==> src/rtl/prio_encoder_seq_pkg.sv <==
// Shared definitions for the sequential priority encoder: state encoding and
// the index-width helper used to derive W from N.
package prio_encoder_seq_pkg;

  localparam logic ENC_IDLE = 1'b0;
  localparam logic ENC_EMIT = 1'b1;

  typedef enum logic {
    ST_IDLE = ENC_IDLE,
    ST_EMIT = ENC_EMIT
  } state_e;

  function automatic int idx_width(input int n);
    return (n < 2) ? 1 : $clog2(n);
  endfunction

endpackage

==> src/rtl/prio_encoder_seq_enc.sv <==
// Combinational priority encoder: index of the highest set bit, plus
// any-set and exactly-one-set flags.
module prio_enc_comb
  import prio_encoder_seq_pkg::*;
#(
  parameter int N = 8,
  parameter int W = idx_width(N)
) (
  input  logic [N-1:0] pend,
  output logic [W-1:0] idx,
  output logic         any,
  output logic         one_hot
);

  // Ascending scan so the highest set bit wins the last assignment.
  always_comb begin
    idx = '0;
    for (int i = 0; i < N; i++) begin
      if (pend[i]) idx = W'(i);
    end
  end

  assign any     = |pend;
  assign one_hot = any && ((pend & (pend - N'(1))) == '0);

endmodule

==> src/rtl/prio_encoder_seq.sv <==
// Sequential priority encoder: accepts a request vector and emits the index of
// every set bit, highest first, one per valid/ready beat.
//
// state   | meaning
// IDLE    | waiting for a request vector, in_ready high
// EMIT    | draining pend, one index per accepted beat
module prio_encoder_seq
  import prio_encoder_seq_pkg::*;
#(
  parameter int N = 8,
  parameter int W = idx_width(N)
) (
  input  logic         clk,
  input  logic         rst_n,
  input  logic         in_valid,
  output logic         in_ready,
  input  logic [N-1:0] in_req,
  output logic         out_valid,
  input  logic         out_ready,
  output logic [W-1:0] out_idx,
  output logic         out_last,
  output logic         busy
);

  state_e         r_state;
  logic [N-1:0]   r_pend;
  logic [W-1:0]   w_idx;
  logic           w_any;
  logic           w_one_hot;
  logic           w_emit;
  logic           w_xfer;
  logic           w_accept;
  logic [N-1:0]   w_pend_clr;

  prio_enc_comb #(.N(N), .W(W)) u_enc (
    .pend    (r_pend),
    .idx     (w_idx),
    .any     (w_any),
    .one_hot (w_one_hot)
  );

  assign w_emit    = (r_state == ST_EMIT);
  assign out_valid = w_emit;
  assign busy      = w_emit;
  assign out_idx   = w_emit ? w_idx : '0;
  assign out_last  = w_emit & w_one_hot;

  assign w_xfer     = w_emit & out_ready;
  // Final-beat acceptance lets a new vector follow with no idle cycle.
  assign in_ready   = ~w_emit | (w_one_hot & out_ready);
  assign w_accept   = in_valid & in_ready;
  assign w_pend_clr = r_pend & ~({{(N-1){1'b0}}, 1'b1} << w_idx);

  always_ff @(posedge clk or negedge rst_n) begin
    if (!rst_n) begin
      r_state <= ST_IDLE;
      r_pend  <= '0;
    end else if (w_accept) begin
      if (in_req != '0) begin
        r_pend  <= in_req;
        r_state <= ST_EMIT;
      end else begin
        r_pend  <= '0;
        r_state <= ST_IDLE;
      end
    end else if (w_xfer) begin
      r_pend <= w_pend_clr;
      if (w_one_hot || !w_any) r_state <= ST_IDLE;
    end
  end

endmodule
==> config.mk <==
export PLATFORM = sky130hd
export DESIGN_NAME = prio_encoder_seq
export DESIGN_NICKNAME = d
export VERILOG_FILES = /design/src/rtl/prio_encoder_seq_pkg.sv /design/src/rtl/prio_encoder_seq_enc.sv /design/src/rtl/prio_encoder_seq.sv
export SDC_FILE = /design/constraint.sdc
export NUM_CORES = 1
export LEC_CHECK = 0
export ABC_CLOCK_PERIOD_IN_PS = 1900
export BUFFER_PORTS_ARGS = -buffer_cell sky130_fd_sc_hd__buf_2
export CORE_MARGIN = 5
export CORE_UTILIZATION = 50
export CTS_BUF_LIST = sky130_fd_sc_hd__clkbuf_16
export CTS_CLUSTER_DIAMETER = 40
export CTS_CLUSTER_SIZE = 40
export DETAILED_ROUTE_END_ITERATION = 10
export GPL_ROUTABILITY_DRIVEN = 1
export PLACE_DENSITY = 0.84
export SLEW_MARGIN = 15
export SYNTH_ARGS = -nofsm -noshare
export SYNTH_HDL_FRONTEND = slang
export SYNTH_SLANG_ARGS = --single-unit
==> constraint.sdc <==
create_clock -name clk -period 1.9 [get_ports clk]
set_input_delay 0.285 -clock clk [delete_from_list [all_inputs] [get_ports clk]]
set_output_delay 0.285 -clock clk [all_outputs]
set_load 0.005 [all_outputs]
==> out/metrics.cfg <==
[outcome]
status = finished clean

[critical_path]
crit_type = reg2out
path_delay_family = flip-flops
slowest_delay_ps = 450
path_max_fanout = 6
end_kind = output port
crit_path_top_delay_cell = dfrtp_2
crit_path_start_kind = register
cp_cell_sequence = nor4_4, xor2_1, a21oi_2, o21ai_1, buf_2
crit_arrival_ps = 1590
cp_num_buf_inv = 1
cp.required_ps = 1620

[floorplanning]
die_h_um = 48.23
rows = 13
pin_count = 19
core_area_um2 = 1334
die_area_um2 = 2326
floorplan.initialDensity = 0.5478
die_w_um = 48.23

[clock_network]
clk_latency_ps = 230
cts_root_buffer = clkbuf_16
cts_max_level = 1
cts.sinks = 9
cts_buffers = 3
clock_path_buffers = 2
path_clk_slew_ps = 40
cts_tree = done

[routing]
drc_errors = 0
vias = 814
routed_wirelength_um = 2094
vias_per_cell = 6.359
ant_nets = 0
dr.pass1.iters = 4
wl_per_cell_um = 16.36
first_iter_violations = 70

[hold_path]
hold_class = in2reg

[synthesis]
synth_area_leaders = dfrtp_1 (31%), o21ai_1 (6.2%), a21oi_1 (5.5%), nand3_1 (4.8%), o211a_1 (4.1%)
yosysTopAreaCellShare = 0.3082
syn_area_um2 = 730.7
ys_seq_area_frac = 0.3082
synth_area_leader_cell = dfrtp_1
synth_fp_nets = 97
synthFlopType = dfrtp_1
synth_seq_cells = 9
synth_commonest_cells = dfrtp_1 (9), o21ai_1 (9), a21oi_1 (8), nand3_1 (7)
synth_edf_count = 0
ys.warnings.count = 0
syn_avg_cell_area_um2 = 8.596
synth-async-reset-ratio = 1.000
synthCells = 85
synth_cell_types = 32

[timing]
relSlewSlack = 0.6678
hold_viol = 0
fin_skew_ps = 1.371
max_freq_ghz = 0.5329
worst_slew_pin_slew_ps = 497.2
period_needed_ps = 1877
finalCritPeriodShare = 0.9877
drv_slew = 0
setup_violations = 0
grt_setup_unrepaired = true

[finish]
nFillCells = 95
utilization = 0.7364
area_growth_pct = 34.42
antenna_cells = 0
design_area_um2 = 982.2
fin_nets = 126
drive_above_1_share = 0.3451

[grt]
overflow = 0
use_met2 = 0.3411
grt_antenna_before_repair = 0
track_usage = 0.2162
gr-max-usage-layer = met2
grt_use_met3 = 0.05904
grt_pass1_wl_um = 3463
grt_start_max_net_pins = 10
grt_pass1_vias = 773
grt_use_met1 = 0.2738

[placement]
dpl-instance-area_um2 = 843.3
dp_hpwl_um = 1449
routabilityCongestion = 0.8834
port_buffers = 18

[pwr]
pwr_density_cell_nw_per_um2 = 1987
leakagePower_uw = 0.0004602
vdd.ir_drop.worst_v = 0.0009232

[job]
maxCapViolCount = 0

==> tightest hold or removal path, stage by stage <==
cell and delay, ps:
buf_2 100, a21oi_1 50, o21ai_1 60
==> flip-flops by register name (all words and copies together) (netlist names) <==
| signal | cells |
|---|---|
| busy | 1 |
| r_pend | 8 |
==> routing by layer <==
metal | wire length [um] | vias to the layer above
li1 | - | 387
met1 | 844 | 368
met2 | 1005 | 51
met3 | 177 | 8
met4 | 66 | 0
met5 | 0 | -
==> cells in the final DEF (no fill, tap or decap), types with 2 or more instances in the layout <==
| master | instances |
|---|---|
| o211a_1 | 3 |
| nand2_1 | 2 |
| buf_2 | 18 |
| o211ai_1 | 3 |
| o311a_1 | 2 |
| nor2b_1 | 4 |
| nor4_1 | 2 |
| o21ai_0 | 3 |
| clkbuf_16 | 3 |
| and3_1 | 4 |
| dfrtp_2 | 2 |
| nand4_1 | 2 |
| buf_4 | 9 |
| inv_1 | 4 |
| o21ai_1 | 9 |
| nand3_1 | 7 |
| a21boi_0 | 2 |
| dfrtp_1 | 7 |
| nor2_1 | 2 |
| a21oi_1 | 8 |
| a211oi_2 | 2 |
==> logic make-up (layout without fill, tap and decap cells) <==
group                  count (synthesis)  after routing  synth area share
AND/OR/NAND/NOR                       30             30            0.2568
flip-flops                             9              9            0.3082
XOR/XNOR                               1              1           0.01199
buffers and inverters                  7             35           0.04110
AO/OA/AOI/OAI                         38             38            0.3819
==> report_power, final <==
part / switching, uW / internal [uW] / leakage [uW]
sequential: 157 / 272 / 0.000111
combinational: 568 / 587 / 0.000307
clock: 92.5 / 275 / 0.0000423
==> repair_timing <==
action,in CTS,in global routing
endpoints found under the setup margin,2,2
setup buffers,5,1
pin swaps,5,1
endpoints found under the hold margin,9,0
resized for setup,2,1
hold buffers,1,0
==> final timing paths <==
kind	from	end	slack [ps]	cells after the start
worst min register to register	r_pend[1]	r_pend[0]	780	3
worst max register to register	r_pend[3]	r_pend[0]	230	5
worst max-delay path	r_pend[1]	in_ready	20	5
max in group asynchronous	rst_n	r_pend[1]	1260	2
min in group asynchronous	rst_n	r_pend[5]	440	2
worst min-delay path	in_req[6]	r_pend[6]	310	3
==> final cells by class <==
| class | instances | area (um^2) | share of cell area |
|---|---|---|---|
| Multi-Input combinational cell | 69 | 478.0 | 0.4866 |
| Sequential cell | 9 | 227.7 | 0.2318 |
| Timing Repair Buffer | 28 | 167.7 | 0.1707 |
| Clock buffer | 3 | 75.07 | 0.07643 |
| Tap cell | 15 | 18.77 | 0.01911 |
| Inverter | 3 | 11.26 | 0.01146 |
| Clock inverter | 1 | 3.754 | 0.003822 |
==> through the flow <==
stage / hold slack [ps] / std cells / TNS, ps / power [uW] / setup WS [ps]
finish: 306.7 / 128 / 0 / 1951 / 23.46
global placement: 146.2 / 117 / 0 / 1400 / 221.7
detailed placement: 149.5 / 117 / 0 / 1432 / 175.3
CTS: 300.4 / 127 / 0 / 1902 / 14.13
global route: 333.1 / 128 / -62.29 / 2088 / -40.97
floorplan: -10.59 / 85 / 0 / 1087 / 242.1
Power figures use the tool's default switching activity.
